$ cat src/rtl/ex_mdu_seq_if.sv
// ex_mdu_seq_if: EX-stage <-> multiply/divide sequencer connection.
//
// Handshake: EX raises req with op/opr_a/opr_b and keeps them stable for as
// long as stall is high. The sequencer answers with a single-cycle res_valid
// strobe carrying res. flush kills the in-flight instruction at any time; no
// res_valid is produced for a flushed instruction.
//
// Signals:
//   req       EX -> MDU  valid M-extension op present
//   op        EX -> MDU  funct3 (MUL..REMU)
//   opr_a     EX -> MDU  rs1 value
//   opr_b     EX -> MDU  rs2 value
//   flush     EX -> MDU  instruction killed
//   stall     MDU -> EX  freeze IF/ID/EX
//   res       MDU -> EX  result (meaningful while res_valid)
//   res_valid MDU -> EX  one-cycle result strobe
//   busy      MDU -> EX  sequencer not idle
interface ex_mdu_seq_if #(
  parameter int XLEN = 32
);
  logic            req;
  logic [2:0]      op;
  logic [XLEN-1:0] opr_a;
  logic [XLEN-1:0] opr_b;
  logic            flush;
  logic            stall;
  logic [XLEN-1:0] res;
  logic            res_valid;
  logic            busy;

  modport master (
    output req, op, opr_a, opr_b, flush,
    input  stall, res, res_valid, busy
  );

  modport slave (
    input  req, op, opr_a, opr_b, flush,
    output stall, res, res_valid, busy
  );
endinterface

$ cat src/rtl/ex_mdu_seq.sv
// ex_mdu_seq: iterative RV32M multiply/divide sequencer for the EX stage.
//
// One radix-2 step per cycle on unsigned magnitudes: shift-add for multiply,
// restoring subtraction for divide. Signs are stripped on accept and restored
// by two's-complement negation when the result is presented.
//
// Ports:
//   clk          clock
//   arst_n       asynchronous active-low reset
//   mdu          slave side of ex_mdu_seq_if (req/op/operands/flush in,
//                stall/res/res_valid/busy out)
//   dbg_state_o  current FSM state (0 IDLE, 1 BUSY, 2 DONE)
module ex_mdu_seq #(
  parameter int XLEN  = 32,
  parameter int CNT_W = $clog2(XLEN)
) (
  input  logic         clk,
  input  logic         arst_n,
  ex_mdu_seq_if.slave  mdu,
  output logic [1:0]   dbg_state_o
);

  typedef enum logic [1:0] {
    S_IDLE = 2'd0,
    S_BUSY = 2'd1,
    S_DONE = 2'd2
  } state_t;

  localparam logic [XLEN-1:0] ALL_ONES = {XLEN{1'b1}};
  localparam logic [XLEN-1:0] INT_MIN  = {1'b1, {(XLEN-1){1'b0}}};

  state_t              state_q, state_d;
  logic [CNT_W-1:0]    cnt_q, cnt_d;
  logic [2:0]          op_q, op_d;
  logic                sign_q, sign_d;
  // Multiply: {product_hi, multiplier/product_lo}.
  // Divide:   {remainder, dividend/quotient}.
  logic [2*XLEN-1:0]   acc_q, acc_d;
  logic [XLEN-1:0]     b_q, b_d;
  logic [XLEN-1:0]     res_q, res_d;

  // ---------------------------------------------------------------------
  // Operand decode on accept
  // ---------------------------------------------------------------------
  logic            a_signed, b_signed, a_neg, b_neg;
  logic [XLEN-1:0] a_mag, b_mag;
  logic            sign_in, div_by_zero, div_ovf;

  always_comb begin
    a_signed = 1'b0;
    b_signed = 1'b0;
    sign_in  = 1'b0;
    case (mdu.op)
      3'd0, 3'd1, 3'd4, 3'd6: begin a_signed = 1'b1; b_signed = 1'b1; end
      3'd2:                   begin a_signed = 1'b1; end
      default:                ;
    endcase
    a_neg = a_signed & mdu.opr_a[XLEN-1];
    b_neg = b_signed & mdu.opr_b[XLEN-1];
    a_mag = a_neg ? -mdu.opr_a : mdu.opr_a;
    b_mag = b_neg ? -mdu.opr_b : mdu.opr_b;
    case (mdu.op)
      3'd0, 3'd1, 3'd4: sign_in = a_neg ^ b_neg;
      3'd2, 3'd6:       sign_in = a_neg;
      default:          sign_in = 1'b0;
    endcase
    div_by_zero = mdu.op[2] & (mdu.opr_b == '0);
    div_ovf     = ((mdu.op == 3'd4) || (mdu.op == 3'd6)) &&
                  (mdu.opr_a == INT_MIN) && (mdu.opr_b == ALL_ONES);
  end

  // ---------------------------------------------------------------------
  // Datapath step
  // ---------------------------------------------------------------------
  logic [XLEN:0]   mul_sum;
  logic [XLEN:0]   rem_sh;
  logic [XLEN:0]   rem_diff;
  logic            rem_ge;

  always_comb begin
    mul_sum  = {1'b0, acc_q[2*XLEN-1:XLEN]} +
               (acc_q[0] ? {1'b0, b_q} : {(XLEN+1){1'b0}});
    // Remainder needs one extra bit after the shift since it may reach 2*b-1.
    rem_sh   = {acc_q[2*XLEN-1:XLEN], acc_q[XLEN-1]};
    rem_ge   = (rem_sh >= {1'b0, b_q});
    rem_diff = rem_ge ? (rem_sh - {1'b0, b_q}) : rem_sh;
  end

  // ---------------------------------------------------------------------
  // Result formatting (valid in DONE)
  // ---------------------------------------------------------------------
  logic [2*XLEN-1:0] prod_fix;
  logic [XLEN-1:0]   div_fld, div_fix, done_val;

  always_comb begin
    // Multiply negates the full 64-bit product; divide negates only the
    // selected quotient/remainder field.
    prod_fix = sign_q ? -acc_q : acc_q;
    div_fld  = op_q[1] ? acc_q[2*XLEN-1:XLEN] : acc_q[XLEN-1:0];
    div_fix  = sign_q ? -div_fld : div_fld;
    if (op_q[2])            done_val = div_fix;
    else if (op_q == 3'd0)  done_val = prod_fix[XLEN-1:0];
    else                    done_val = prod_fix[2*XLEN-1:XLEN];
  end

  // ---------------------------------------------------------------------
  // FSM next-state
  // ---------------------------------------------------------------------
  always_comb begin
    state_d = state_q;
    cnt_d   = cnt_q;
    op_d    = op_q;
    sign_d  = sign_q;
    acc_d   = acc_q;
    b_d     = b_q;
    res_d   = res_q;
    case (state_q)
      S_IDLE: begin
        if (mdu.req && !mdu.flush) begin
          op_d  = mdu.op;
          b_d   = b_mag;
          cnt_d = '0;
          if (div_by_zero) begin
            // Quotient all ones, remainder is the raw dividend.
            acc_d   = {mdu.opr_a, ALL_ONES};
            sign_d  = 1'b0;
            state_d = S_DONE;
          end else if (div_ovf) begin
            acc_d   = {{XLEN{1'b0}}, INT_MIN};
            sign_d  = 1'b0;
            state_d = S_DONE;
          end else begin
            acc_d   = {{XLEN{1'b0}}, a_mag};
            sign_d  = sign_in;
            state_d = S_BUSY;
          end
        end
      end
      S_BUSY: begin
        if (mdu.flush) begin
          state_d = S_IDLE;
        end else begin
          if (op_q[2]) acc_d = {rem_diff[XLEN-1:0], acc_q[XLEN-2:0], rem_ge};
          else         acc_d = {mul_sum, acc_q[XLEN-1:1]};
          cnt_d = cnt_q + 1'b1;
          if (cnt_q == CNT_W'(XLEN-1)) state_d = S_DONE;
        end
      end
      S_DONE: begin
        state_d = S_IDLE;
        if (!mdu.flush) res_d = done_val;
      end
      default: state_d = S_IDLE;
    endcase
  end

  always_ff @(posedge clk or negedge arst_n) begin
    if (!arst_n) begin
      state_q <= S_IDLE;
      cnt_q   <= '0;
      op_q    <= '0;
      sign_q  <= 1'b0;
      acc_q   <= '0;
      b_q     <= '0;
      res_q   <= '0;
    end else begin
      state_q <= state_d;
      cnt_q   <= cnt_d;
      op_q    <= op_d;
      sign_q  <= sign_d;
      acc_q   <= acc_d;
      b_q     <= b_d;
      res_q   <= res_d;
    end
  end

  // ---------------------------------------------------------------------
  // Outputs
  // ---------------------------------------------------------------------
  // DONE releases the pipeline; reset forces stall low even with req held.
  assign mdu.stall     = arst_n & mdu.req & ~mdu.flush & (state_q != S_DONE);
  assign mdu.res_valid = (state_q == S_DONE) & ~mdu.flush;
  assign mdu.res       = mdu.res_valid ? done_val : res_q;
  assign mdu.busy      = (state_q != S_IDLE);
  assign dbg_state_o   = state_q;

endmodule

$ cat src/flat_wrapper.sv
// flat-port wrapper written by rule: the top's interface ports become plain ports
module ex_mdu_seq_flat 
#(
  parameter int XLEN  = 32,
  parameter int CNT_W = $clog2(XLEN)
)
  (clk, arst_n, dbg_state_o, mdu_req, mdu_op, mdu_opr_a, mdu_opr_b, mdu_flush, mdu_stall, mdu_res, mdu_res_valid, mdu_busy);
  ex_mdu_seq_if #(.XLEN(XLEN)) mdu_i ();
  input  logic clk;
  input  logic arst_n;
  output logic [1:0] dbg_state_o;
  input wire logic [$bits(mdu_i.req)-1:0] mdu_req;
  input wire logic [$bits(mdu_i.op)-1:0] mdu_op;
  input wire logic [$bits(mdu_i.opr_a)-1:0] mdu_opr_a;
  input wire logic [$bits(mdu_i.opr_b)-1:0] mdu_opr_b;
  input wire logic [$bits(mdu_i.flush)-1:0] mdu_flush;
  output wire logic [$bits(mdu_i.stall)-1:0] mdu_stall;
  output wire logic [$bits(mdu_i.res)-1:0] mdu_res;
  output wire logic [$bits(mdu_i.res_valid)-1:0] mdu_res_valid;
  output wire logic [$bits(mdu_i.busy)-1:0] mdu_busy;
  assign mdu_i.req = mdu_req;
  assign mdu_i.op = mdu_op;
  assign mdu_i.opr_a = mdu_opr_a;
  assign mdu_i.opr_b = mdu_opr_b;
  assign mdu_i.flush = mdu_flush;
  assign mdu_stall = mdu_i.stall;
  assign mdu_res = mdu_i.res;
  assign mdu_res_valid = mdu_i.res_valid;
  assign mdu_busy = mdu_i.busy;
  ex_mdu_seq #(.XLEN(XLEN), .CNT_W(CNT_W)) u_core (.clk(clk), .arst_n(arst_n), .mdu(mdu_i), .dbg_state_o(dbg_state_o));
endmodule
$ cat config.mk
export PLATFORM = sky130hd
export DESIGN_NAME = ex_mdu_seq_flat
export DESIGN_NICKNAME = d
export VERILOG_FILES = /design/src/rtl/ex_mdu_seq_if.sv /design/src/rtl/ex_mdu_seq.sv /design/src/flat_wrapper.sv
export SDC_FILE = /design/constraint.sdc
export NUM_CORES = 1
export LEC_CHECK = 0
export ABC_AREA = 0
export CAP_MARGIN = 30
export CORE_MARGIN = 1
export CORE_UTILIZATION = 31
export CTS_CLUSTER_DIAMETER = 30
export CTS_CLUSTER_SIZE = 8
export DETAILED_ROUTE_END_ITERATION = 8
export PLACE_DENSITY_LB_ADDON = 0.25
export SYNTH_ARGS = -nofsm -noshare
export SYNTH_HDL_FRONTEND = slang
export SYNTH_SLANG_ARGS = --single-unit
$ cat constraint.sdc
create_clock -name clk -period 4.8 [get_ports clk]
set_input_delay 0.96 -clock clk [delete_from_list [all_inputs] [get_ports clk]]
set_output_delay 0.96 -clock clk [all_outputs]
set_load 0.01 [all_outputs]
# Word-level counts from Yosys, hierarchy flattened
# Index checks and enable logic that the tools add are counted.
# Widths: inputs -> output; s select.
# totals
reg_bits	139
out_inout_bits	37
# classes
addsub	7
n_lt_le_gt_ge	1
eq_ne	13
mux	30
bitwise	9
n_reduce_logical	19
# ops
cell	n
$mux 32	10
$mux 64	5
$pmux 64 s2	1
$neg 32->32	3
$eq 32x32->1 const B	2
$neg 64->64	1
$add 32x32->33	1
$ge 33x32->1	1
$logic_not 32->1	1
$sub 32x32->32	1
$mux 2	5
$mux 5	2
$pmux 5 s2	1
$and 1x1->1	7
$eq 3x3->1 const B	2
$logic_not 3->1	2
$reduce_and 2->1	3
$add 5x1->5 const B	1
$eq 5x5->1 const B	1
$reduce_or 5->1	1
$mux 1	4
$ne 2x2->1 const B	2
$pmux 2 s2	1
$reduce_bool 2->1	2
17 further kinds	19

# Logic depth before layout (Yosys ltp)
# depth
word_depth	9
mapped_depth	16
depth_no_buf	13

# Least setup slack after synthesis
# OpenSTA, ideal clock, no wires.
# synth_path
path_kind	reg-to-output
from	register u_core.op_q[1]
to	output mdu_res[28]
t_arrival_ns	3.884
t_required_ns	3.840
path_slack_ns	-0.044
path_stages_with_launch	16
cell_sequence	dfrtp_1 > buf_2 > buf_1 > clkbuf_1 > buf_1 > buf_1 > buf_2 > mux2i_1 > ha_1 > o221ai_1 > nor3b_1 > nand2_1 > o41ai_1 > xor2_1 > nand3_1 > nand3_1
# synth_between
elab_chain_cells	5
# synth_lines
item	line	source
from (decl)	ex_mdu_seq.sv:34	logic [2:0] op_q, op_d;
from (signal assigned)	ex_mdu_seq.sv:169	op_q <= op_d;
$mux 32	ex_mdu_seq.sv:99	div_fld = op_q[1] ? acc_q[2*XLEN-1:XLEN] : acc_q[XLEN-1:0];
$neg 32->32	ex_mdu_seq.sv:100	div_fix = sign_q ? -div_fld : div_fld;
$mux 32	ex_mdu_seq.sv:100	
$mux 32 *	ex_mdu_seq.sv:101	if (op_q[2]) done_val = div_fix;
$mux 32 *	ex_mdu_seq.sv:183	assign mdu.res = mdu.res_valid ? done_val : res_q;
to (decl)	flat_wrapper.sv:18	output wire logic [$bits(mdu_i.res)-1:0] mdu_res;
# Mark *: on every way between the ends. The rest lies on a longest branch, timed or not.

# Final worst setup path
# layout_path
from	register u_core.acc_q[50]
to	output mdu_res[29]
# layout_between
elab_chain_cells	5
# layout_lines
item	line	source
from (decl)	ex_mdu_seq.sv:38	logic [2*XLEN-1:0] acc_q, acc_d;
from (signal assigned)	ex_mdu_seq.sv:163	acc_q <= '0;
from (signal assigned)	ex_mdu_seq.sv:171	acc_q <= acc_d;
$neg 64->64 / $mux 32 (equally long branches)	ex_mdu_seq.sv:98, ex_mdu_seq.sv:99	
$mux 64 / $neg 32->32 (equally long branches)	ex_mdu_seq.sv:98, ex_mdu_seq.sv:100	
$mux 32, on equally long branches	ex_mdu_seq.sv:102, ex_mdu_seq.sv:100	
$mux 32 *	ex_mdu_seq.sv:101	
$mux 32 *	ex_mdu_seq.sv:183	
# Marks and branches as above.

==> impl_metrics.py <==
metrics = {
    "timing": {
        "setup_viol": 0,
        "tightest_slew_ps": 813.6,
        "skew_ps": 11.03,
        "fmax_ghz": 0.2149,
        "min_period_over_period": 0.9696,
        "maxSlewHeadroom": 0.4556,
        "hold_viol": 0,
        "slew_violations": 0,
        "finalCriticalPeriod_ps": 4654,
    },
    "power": {
        "pwr_density_cell_nw_per_um2": 525.9,
        "power_frac_seq": 0.202,
        "power_mw": 9.525,
        "power_frac_comb": 0.641,
        "leakage_nw": 7.470,
        "power_switching_mw": 4.751,
        "p_int_mw": 4.775,
        "p_sw_frac": 0.4987,
        "max-vdd-ir-drop_mv": 0.3141,
        "clkPwrFrac": 0.157,
    },
    "grt": {
        "met2_usage": 0.3667,
        "antenna_found_initial": 0,
        "grt_use_met1": 0.3151,
        "grt.busiest_layer": "met2",
        "grt_max_degree": 117,
        "grt_pass1_vias": 15061,
        "gr-total-overflow": 0,
        "met3_usage": 0.03300,
        "track_usage": 0.2295,
        "grt_pass1_wl_um": 88390,
    },
    "layout": {
        "nNetsFinal": 2264,
        "multi_input_area_sq_um": 10940,
        "seqCellArea_sq_um": 3487,
        "layout_common_cells": "238 x a21oi_1, 217 x nand2_1, 168 x nor2_1",
        "syn2layout_area_growth_pct": 21.01,
        "final_util": 0.3801,
        "final_common_cell": "a21oi_1",
        "fill_cells": 5031,
        "drive_above_1_share": 0.1092,
        "diodes": 0,
    },
    "yosys": {
        "synthFlopType": "dfrtp_1",
        "yosysUniqueCellTypes": 82,
        "async_flop_share": 1.000,
        "yosysSeqAreaShare": 0.2324,
        "synth_edf_count": 0,
        "synth_nets": 2177,
        "syn_avg_cell_area_sq_um": 7.362,
        "yosys_warnings": 0,
        "syn_area_sq_um": 14970,
        "ys_ff_latch": 139,
        "synthCells": 2033,
    },
    "floorplan": {
        "coreArea_sq_um": 47650,
        "start_util": 0.3141,
        "die_area_sq_um": 49160,
        "rows": 80,
        "die_w_um": 221.7,
        "die_h_um": 221.7,
        "io_pins": 108,
    },
    "clocking": {
        "clk_path_buf_depth": 2,
        "cts_tree": "done",
        "cts-buffers-inserted": 17,
        "path_clk_slew_ps": 70,
        "cts_sinks": 139,
        "clk_latency_ps": 460,
        "cts_root_buf": "clkbuf_16",
        "htreeDepth": 4,
    },
    "route": {
        "first_iter_violations": 1214,
        "drcViolationCount": 0,
        "viasPerCell": 5.615,
        "vias": 15430,
        "routed_wl_um": 57180,
        "first_pass_iters": 6,
        "wl_per_cell_um": 20.81,
        "postRouteAntennaNets": 0,
    },
    "worst_setup_path": {
        "cp_cell_sequence": "or4_4 > or4_4 > or4b_4 > or4_4 > o31ai_4 > xnor2_1 > a21oi_2 > o21ai_1 > clkbuf_2",
        "crit_family": "simple AND/OR/NAND/NOR gates",
        "cp_data_required_time_ps": 3840,
        "end_kind": "output port",
        "max_stage_delay_ps": 570,
        "critPathMaxFanout": 5,
        "path_buf_inv": 1,
        "cp_data_arrival_time_ps": 3690,
        "critical_path_class": "reg -> out",
        "crit_top_cell": "or4_4",
        "start_kind": "flop",
        "cp_slowest_cell": "or4_4",
    },
    "place": {
        "dp_hpwl_um": 44570,
        "place.gp.congestion": 0.9104,
        "io_buffer_count": 107,
    },
    "flow_run": {
        "drv_cap": 0,
    },
    "status": {
        "status": "finished clean",
    },
    "hold_path": {
        "hold_path.class": "in -> async",
    },
}
==> power by group through the flow <==
stage	sequential, mW	combinational, mW	clock, mW
final	1.93	6.10	1.49
after global routing	1.96	6.64	1.56
after CTS	1.89	5.97	1.52
after global placement	1.90	5.91	0
after floorplan	1.65	4.27	0
after detailed placement	1.91	5.91	0
==> routing by layer <==
layer  up-vias  routed length (um)
li1       7513                   -
met1      7369               26830
met2       465               25870
met3        83                2897
met4         0                1583
met5         -                   0
==> area by class of cell <==
| type | instances | share of cell area |
|---|---|---|
| clock buffer | 18 | 0.02370 |
| clock inverter | 14 | 0.01223 |
| multi-input combinational | 1671 | 0.6041 |
| inverter | 69 | 0.01430 |
| sequential | 139 | 0.1925 |
| timing repair buffer | 222 | 0.1107 |
| tap | 615 | 0.04249 |
==> sequential cells by signal, indices dropped and copies added, names as in the netlist <==
signal / count
u_core.acc_q: 64
u_core.b_q: 32
u_core.res_q: 32
u_core.cnt_q: 5
u_core.op_q: 3
u_core.dbg_state_o: 2
u_core.sign_q: 1
==> timing repair <==
| action | in CTS | in global routing |
|---|---|---|
| hold buffers | 0 | 0 |
| setup buffers | 2 | 5 |
| gates resized for setup | 32 | 59 |
| pin swaps | 1 | 9 |
| gates cloned | 0 | 0 |
| endpoints found under the setup margin | 25 | 27 |
==> Yosys cell counts (6+ instances only) <==
cell / instances / area, sq um
dfrtp_1: 139 / 3478
or2_2: 7 / 43.79
a211oi_1: 23 / 172.7
a22oi_1: 12 / 90.09
or4_1: 15 / 112.6
a21oi_1: 239 / 1196
o41ai_1: 15 / 131.4
o211ai_1: 20 / 150.1
inv_1: 68 / 255.2
a31oi_1: 28 / 175.2
o21ai_1: 26 / 130.1
ha_1: 71 / 888.4
nor4_1: 23 / 143.9
o21ai_0: 169 / 845.8
or3_1: 14 / 87.58
nand3b_1: 7 / 52.55
o22ai_1: 7 / 43.79
o31ai_1: 40 / 300.3
xnor2_1: 108 / 945.9
and3_1: 12 / 75.07
and2_1: 9 / 56.30
buf_1: 8 / 30.03
clkbuf_1: 139 / 521.8
mux2i_1: 74 / 740.7
nor3b_1: 7 / 52.55
nand4_1: 23 / 143.9
a21o_1: 25 / 187.7
nor3_1: 50 / 250.2
nor2b_1: 7 / 43.79
nand2_1: 219 / 822.0
o21a_1: 6 / 45.04
xor2_1: 93 / 814.5
nand3_1: 40 / 200.2
mux2_2: 8 / 90.09
nor2_1: 171 / 641.9
nand2b_1: 13 / 81.33
==> cells by family (layout without fill, tap and decap cells) <==
logic type | after synthesis | in the layout | synth area share
simple gates | 647 | 647 | 0.2060
compound gates | 667 | 667 | 0.2678
fa+ha+maj | 73 | 73 | 0.06203
flops | 139 | 139 | 0.2324
mux | 83 | 83 | 0.05701
buf+inv | 223 | 323 | 0.05710
xor+xnor | 201 | 201 | 0.1176
==> per-stage QoR <==
step	setup WS, ps	instance area [sq um]	std cells	TNS [ps]	hold WS [ps]
3_5_place_dp	145.0	17130	2709	0	466.4
5_1_grt	-13.15	18110	2748	-13.72	376.6
3_3_place_gp	233.5	17130	2709	0	458.5
2_1_floorplan	98.11	14970	2033	0	445.3
6_report	145.8	18110	2748	0	370.4
4_1_cts	-164.7	17910	2743	-375.1	359.1
==> final timing paths <==
check / from / slack [ps] / end / depth (start not counted)
min in group clk: u_core.b_q[14] / 480 / u_core.b_q[14] / 2
min: arst_n / 370 / u_core.res_q[26] / 1
min reg2reg: u_core.b_q[14] / 480 / u_core.b_q[14] / 2
max in group asynchronous: arst_n / 3430 / u_core.acc_q[1] / 2
max reg2reg: u_core.acc_q[31] / 570 / u_core.acc_q[56] / 12
max: u_core.acc_q[50] / 150 / mdu_res[29] / 9
Note: power is estimated with default switching activity, not from simulation.
